## config.mk

```make
export PLATFORM = sky130hd
export DESIGN_NAME = sym_dn_lut_loader
export DESIGN_NICKNAME = d
export VERILOG_FILES = /design/src/rtl/sym_dn_lut_loader.sv
export SDC_FILE = /design/constraint.sdc
export NUM_CORES = 1
export LEC_CHECK = 0
export ABC_CLOCK_PERIOD_IN_PS = 2250
export BUFFER_PORTS_ARGS = -buffer_cell sky130_fd_sc_hd__buf_2
export CAP_MARGIN = 20
export CORE_MARGIN = 4
export CORE_UTILIZATION = 38
export CTS_CLUSTER_DIAMETER = 100
export DETAILED_ROUTE_END_ITERATION = 8
export SETUP_SLACK_MARGIN = 0.1
export SYNTH_ARGS = -nofsm -noshare
export SYNTH_HDL_FRONTEND = slang
export SYNTH_SLANG_ARGS = --single-unit
```

## constraint.sdc

```tcl
create_clock -name write_clk -period 2.25 [get_ports write_clk]
set_input_delay 0.225 -clock write_clk [delete_from_list [all_inputs] [get_ports write_clk]]
set_output_delay 0.225 -clock write_clk [all_outputs]
set_load 0.01 [all_outputs]
```

## src/rtl/sym_dn_lut_loader.sv

```systemverilog
// rtl/sym_dn_lut_loader.sv - write-side loader for the symmetric decision-node LUT rank
//
// Takes one LUT table (PAGE_NUM one-bit entries) as WORD_W-bit words over a
// valid/ready handshake. Each word is unpacked LSB first and written one entry
// per cycle, identically to both replicates of the rank.
//
// Ports:
//   write_clk                      in   sole clock, rising edge
//   rst                            in   synchronous reset, active-high
//   load_start                     in   1-cycle pulse, begin loading a new table (IDLE only)
//   lut_word_in[WORD_W]            in   packed LUT bits, bit i -> entry word_idx*WORD_W + i
//   lut_word_valid                 in   lut_word_in valid
//   lut_word_ready                 out  loader accepts lut_word_in this cycle
//   lut_in_bank0_replicate_0/1     out  write data (replicates identical)
//   page_write_addr_replicate_0/1  out  write address (replicates identical)
//   write_addr_offset_replicate_0/1 out deprecated, tied to 0
//   we                             out  write enable to the LUT rank
//   load_busy                      out  table load in progress
//   load_done                      out  1-cycle pulse, full table written

module sym_dn_lut_loader #(
    parameter int PAGE_NUM = 32,
    parameter int ADDR_W   = 5,
    parameter int WORD_W   = 8
) (
    input  logic              write_clk,
    input  logic              rst,
    input  logic              load_start,
    input  logic [WORD_W-1:0] lut_word_in,
    input  logic              lut_word_valid,
    output logic              lut_word_ready,
    output logic              lut_in_bank0_replicate_0,
    output logic [ADDR_W-1:0] page_write_addr_replicate_0,
    output logic              write_addr_offset_replicate_0,
    output logic              lut_in_bank0_replicate_1,
    output logic [ADDR_W-1:0] page_write_addr_replicate_1,
    output logic              write_addr_offset_replicate_1,
    output logic              we,
    output logic              load_busy,
    output logic              load_done
);

    localparam int NUM_WORDS = PAGE_NUM / WORD_W;
    localparam int CNT_W     = $clog2(WORD_W + 1);
    localparam int WCNT_W    = $clog2(NUM_WORDS + 1);

    typedef enum logic [1:0] {
        S_IDLE = 2'd0,
        S_LOAD = 2'd1,
        S_DONE = 2'd2
    } state_t;

    state_t              r_state;
    logic [WORD_W-1:0]   r_sr;          // bits of the current word not yet written
    logic [CNT_W-1:0]    r_bits_left;   // valid bits remaining in r_sr
    logic [WCNT_W-1:0]   r_words;       // words accepted for this table
    logic [ADDR_W-1:0]   r_ptr;         // address of the next write
    logic [ADDR_W-1:0]   r_addr;
    logic                r_data;
    logic                r_we;
    logic                r_ready;
    logic                r_busy;
    logic                r_done;

    logic                w_accept;
    logic                w_shift;
    logic                w_write;
    logic                w_last_write;
    logic [CNT_W-1:0]    w_bits_left_nxt;
    logic [WCNT_W-1:0]   w_words_nxt;
    logic                w_ready_nxt;

    // r_ready is only ever set in LOAD, so it already qualifies the accept.
    assign w_accept = lut_word_valid & r_ready;

    // Ready implies an empty shift register, so accept and shift never overlap.
    assign w_shift = (r_state == S_LOAD) && (r_bits_left != '0);
    assign w_write = w_accept | w_shift;

    // The entry at the top address is on the write port this cycle.
    assign w_last_write = r_we && (r_addr == ADDR_W'(PAGE_NUM - 1));

    always_comb begin
        w_bits_left_nxt = r_bits_left;
        w_words_nxt     = r_words;
        if (w_accept) begin
            // Bit 0 leaves immediately for the write port; the rest wait here.
            w_bits_left_nxt = CNT_W'(WORD_W - 1);
            w_words_nxt     = r_words + WCNT_W'(1);
        end else if (w_shift) begin
            w_bits_left_nxt = r_bits_left - CNT_W'(1);
        end
    end

    // Ready is registered: it is computed for the next cycle from the next
    // shift-register occupancy. An empty register on the next cycle means the
    // last bit of the current word is on the write port then, which keeps
    // back-to-back words gapless.
    assign w_ready_nxt = (w_bits_left_nxt == '0) && (w_words_nxt < WCNT_W'(NUM_WORDS));

    always_ff @(posedge write_clk) begin
        if (rst) begin
            r_state     <= S_IDLE;
            r_sr        <= '0;
            r_bits_left <= '0;
            r_words     <= '0;
            r_ptr       <= '0;
            r_addr      <= '0;
            r_data      <= 1'b0;
            r_we        <= 1'b0;
            r_ready     <= 1'b0;
            r_busy      <= 1'b0;
            r_done      <= 1'b0;
        end else begin
            case (r_state)
                S_IDLE: begin
                    r_we    <= 1'b0;
                    r_done  <= 1'b0;
                    r_ready <= 1'b0;
                    if (load_start) begin
                        r_state     <= S_LOAD;
                        r_busy      <= 1'b1;
                        r_ready     <= 1'b1;
                        r_words     <= '0;
                        r_bits_left <= '0;
                        r_ptr       <= '0;
                    end
                end

                S_LOAD: begin
                    // load_start is deliberately not looked at here.
                    r_we        <= w_write;
                    r_bits_left <= w_bits_left_nxt;
                    r_words     <= w_words_nxt;
                    if (w_write) begin
                        r_addr <= r_ptr;
                        // r_ptr wraps to 0 after the top entry since 2**ADDR_W == PAGE_NUM.
                        r_ptr  <= r_ptr + ADDR_W'(1);
                        r_data <= w_accept ? lut_word_in[0] : r_sr[0];
                    end
                    if (w_accept) begin
                        r_sr <= lut_word_in >> 1;
                    end else if (w_shift) begin
                        r_sr <= r_sr >> 1;
                    end
                    // Address and data hold through valid gaps (r_we drops).
                    if (w_last_write) begin
                        r_state <= S_DONE;
                        r_busy  <= 1'b0;
                        r_done  <= 1'b1;
                        r_ready <= 1'b0;
                    end else begin
                        r_ready <= w_ready_nxt;
                    end
                end

                S_DONE: begin
                    r_state <= S_IDLE;
                    r_done  <= 1'b0;
                    r_we    <= 1'b0;
                    r_ready <= 1'b0;
                end

                default: begin
                    r_state <= S_IDLE;
                end
            endcase
        end
    end

    assign lut_word_ready                = r_ready;
    assign lut_in_bank0_replicate_0      = r_data;
    assign page_write_addr_replicate_0   = r_addr;
    assign write_addr_offset_replicate_0 = 1'b0;
    assign lut_in_bank0_replicate_1      = r_data;
    assign page_write_addr_replicate_1   = r_addr;
    assign write_addr_offset_replicate_1 = 1'b0;
    assign we                            = r_we;
    assign load_busy                     = r_busy;
    assign load_done                     = r_done;

endmodule

```

==> out/summary.md <==
### Timing
• **worst-margin pin slew** 0.559 ns
• **number of hold violations in the final report** 0
• **period utilization** 83.9%
• **final sum of negative setup slack** 0 ns
• **fmax** 0.530 GHz
• **final number of max-transition violations** 0
• **setup violators final** 0
• **final worst path period need** 1.89 ns
• **worst clock skew** 0.00711 ns
• **Max transition margin** 62.7%
• **RSZ-0062 raised after global routing** no

### Yosys
• **Cell Area, Synth** 1690 sq um
• **main flop type after synthesis** sky130_fd_sc_hd__dfxtp_1
• **cell count after synthesis** 200
• **YS warnings** 0
• **number of synthesized flops with an enable pin** 0
• **mean instance size in the synthesized netlist** 8.46 sq um
• **number of distinct library cells after synthesis** 48
• **cell taking the most area after synthesis** sky130_fd_sc_hd__dfxtp_1
• **fraction of post-synthesis cell area in the top cell type by area** 36.7%
• **cell types occupying the most area after synthesis** sky130_fd_sc_hd__dfxtp_1 (37%), sky130_fd_sc_hd__nor2_1 (6.4%), sky130_fd_sc_hd__nand2_1 (5.8%)
• **flop and latch count out of synthesis** 31
• **Post-synth ARST share** 0%
• **proportion of synthesized chip area in sequential cells** 36.7%

### Final layout
• **footprint of the multi-input gates** 953 sq um
• **Non-Filler Cell Area, Final** 1930 sq um
• **Seq. cell area** 621 sq um
• **synthesis-to-layout area growth** 14.1%
• **final standard cell count with taps included and fillers excluded** 276
• **Final nets** 242
• **share of final-layout standard cells stronger than drive strength 1** 20.1%
• **ANT cells** 0
• **Fill cells** 446

### Placement
• **quantity of I/O buffers inserted on ports** 27
• **detailed placer's ending HPWL** 2770 microns
• **Area after DPL** 1830 sq um
• **number of cells in the design after placement** 268
• **final weighted congestion in routability-driven placement** 0.757

### Drt
• **first-pass iteration count of the detailed router** 4
• **wire length reported by the detailed router** 3830 microns
• **average wire per standard cell** 13.9 microns
• **DRT antenna net count** 0
• **Via Count** 1,449
• **residual DRC count** 0
• **violation count after the first detailed-routing iteration** 51
• **vias per cell** 5.25

### Floorplanning
• **area inside the core boundary** 4320 sq um
• **I/O Pins** 30
• **Total Die Area** 5580 sq um
• **overall die width** 74.7 microns
• **std cell rows** 24
• **initial standard-cell utilization of the core** 39.1%
• **die boundary height** 74.7 microns

### GRT
• **antenna violations before repair** 0
• **first-pass GRT wire length** 6240 microns
• **leftover overflow at the end of global routing** 0
• **number of global-route vias before repair** 1,287
• **Total Routing Usage GR** 14.8%
• **pin count of the biggest net entering global routing** 31

### Worst setup path
• **critical setup path kind** flip-flop to flip-flop
• **cell type of the slowest stage on the worst timing path** sky130_fd_sc_hd__a2111oi_4
• **Critical Path AT** 2.05 ns
• **kind of end point of the critical path** flip-flop
• **required time of the critical path** 2.41 ns
• **series of cell instances along the critical path** inv_1, ha_1, buf_4, and4bb_1, a2111oi_4, xnor2_1, nor2_1
• **Critical Path Max Stage Delay** 0.39 ns
• **startpoint kind of the worst setup timing path** flip-flop
• **maximum fanout count along the critical path** 13

### Clocking
• **# H-tree levels** 2
• **clock input transition at the sequential cells of the worst setup and hold paths** 0.07 ns
• **number of clock buffers inserted by TritonCTS** 5
• **quantity of hold-fixing buffers added after cts** 0
• **CTS tree** yes
• **buffer type at the clock tree root** sky130_fd_sc_hd__clkbuf_8
• **CTS sink count** 31
• **post-CTS setup-driven buffer insertion count** 0
• **Worst-Skew Late Latency** 0.28 ns
• **clk buf depth** 2
• **count of instances resized after the clock tree is built** 0

### Worst hold path
• **class of the worst hold path** input pin to flip-flop

### Flow run
• **Max-Cap Viols** 0

### Power
• **worst vdd ir** 0.307 mV
• **Power per Cell Area** 633 nW/um^2
• **Final Total Pwr** 1.22 mW
• **Static Leakage** 0.740 nW

### Status
• **run status** finished, final reports clean

per-layer routing:
metal / GRT usage (%) / vias up / share of wire (%)
met5: 0 / - / 0
met4: 4.74 / 0 / 0.65
met3: 4.27 / 2 / 6.5
li1: - / 746 / -
met1: 18.5 / 671 / 46
met2: 24.6 / 30 / 47
through the flow:
step	utilization (%)	hold WS (ns)	worst slack [ns]
CTS	44.6	0.206	0.356
detailed placement	42.3	0.472	0.377
floorplan	-	0.384	0.425
global placement	42.3	0.458	0.413
finish	44.6	0.212	0.362
global route	44.6	0.217	0.205
report_power, final:
part / internal, mW / total (mW) / switching, mW
Sequential: 0.564 / 0.577 / 0.0124
Combinational: 0.0661 / 0.174 / 0.108
Clock: 0.279 / 0.471 / 0.193
cell families (layout without fill, tap and decap cells):
kind of cell / count (synthesis) / in the layout / synth area share (%)
multiplexers: 9 / 9 / 5.62
other: 1 / 2 / 0.222
buffers and inverters: 23 / 46 / 7.17
AO/OA/AOI/OAI: 44 / 44 / 20.6
AND/OR/NAND/NOR: 82 / 82 / 23.0
XOR/XNOR: 3 / 3 / 1.55
adder cells (fa/ha/maj): 7 / 7 / 5.18
flip-flops: 31 / 31 / 36.7
worst max-delay path: cells and delay by family, from the launching register on:
kind / cells / cell delay, ns
DFF: 1 / 0.37
buffers and inverters: 2 / 0.28
xor gates and xnor gates: 1 / 0.16
AOI/OAI and AO/OA: 1 / 0.39
adders and majority gates: 1 / 0.24
and+or+nand+nor: 2 / 0.33
final cells by class:
type	instances	area share (%)
Multi-Input combinational cell	147	49.4
Inverter	7	1.36
Tap cell	52	3.37
Timing Repair Buffer	31	8.55
Clock buffer	8	5.18
Sequential cell	31	32.1
final timing paths:
check        cells after the start  slack, ns           start                        to
max reg2reg                      7       0.36      r_state[1]                  r_ptr[4]
min reg2reg                      2       0.48       load_done                 load_done
min                              3       0.21  lut_word_in[0]  lut_in_bank0_replicate_0
max                              7       0.36      r_state[1]                  r_ptr[4]
registers in the layout (all words and copies together) (netlist names):
name	count
load_busy	1
load_done	1
lut_in_bank0_replicate_0	1
lut_word_ready	1
page_write_addr_replicate_0	5
r_bits_left	4
r_ptr	5
r_sr	7
r_state	2
r_words	3
we	1
synth_stat cells, types with 2 or more instances:
master	n
sky130_fd_sc_hd__o21ai_0	4
sky130_fd_sc_hd__nand3_1	4
sky130_fd_sc_hd__ha_1	7
sky130_fd_sc_hd__a22oi_1	4
sky130_fd_sc_hd__a311oi_1	7
sky130_fd_sc_hd__dfxtp_1	31
sky130_fd_sc_hd__a21oi_1	8
sky130_fd_sc_hd__and2_1	3
sky130_fd_sc_hd__nand2_1	26
sky130_fd_sc_hd__nor2_1	29
sky130_fd_sc_hd__buf_4	9
sky130_fd_sc_hd__xnor2_1	3
sky130_fd_sc_hd__nor4b_1	2
sky130_fd_sc_hd__clkbuf_1	6
sky130_fd_sc_hd__mux2i_1	7
sky130_fd_sc_hd__a211oi_1	3
sky130_fd_sc_hd__nand2b_1	3
sky130_fd_sc_hd__o31ai_1	2
sky130_fd_sc_hd__nor3_1	4
sky130_fd_sc_hd__a31oi_1	3
sky130_fd_sc_hd__inv_1	6
sky130_fd_sc_hd__nor2b_1	2
sky130_fd_sc_hd__a211o_1	2
layout by cell type, fill, tap and decap left out, types with 2 or more instances in the layout:
| cell | count |
|---|---|
| sky130_fd_sc_hd__xnor2_1 | 3 |
| sky130_fd_sc_hd__buf_4 | 4 |
| sky130_fd_sc_hd__dfxtp_1 | 31 |
| sky130_fd_sc_hd__nor4b_1 | 2 |
| sky130_fd_sc_hd__nand3_1 | 4 |
| sky130_fd_sc_hd__buf_2 | 27 |
| sky130_fd_sc_hd__a21oi_1 | 8 |
| sky130_fd_sc_hd__o31ai_1 | 2 |
| sky130_fd_sc_hd__a31oi_1 | 3 |
| sky130_fd_sc_hd__mux2i_1 | 7 |
| sky130_fd_sc_hd__conb_1 | 2 |
| sky130_fd_sc_hd__a311oi_1 | 7 |
| sky130_fd_sc_hd__clkbuf_8 | 7 |
| sky130_fd_sc_hd__nor2b_1 | 2 |
| sky130_fd_sc_hd__nor3_1 | 4 |
| sky130_fd_sc_hd__a211oi_1 | 3 |
| sky130_fd_sc_hd__and2_1 | 3 |
| sky130_fd_sc_hd__o21ai_0 | 4 |
| sky130_fd_sc_hd__nand2_1 | 26 |
| sky130_fd_sc_hd__nor2_1 | 29 |
| sky130_fd_sc_hd__ha_1 | 7 |
| sky130_fd_sc_hd__inv_1 | 6 |
| sky130_fd_sc_hd__a211o_1 | 2 |
| sky130_fd_sc_hd__a22oi_1 | 4 |
| sky130_fd_sc_hd__nand2b_1 | 3 |
Power figures use the tool's default switching activity.
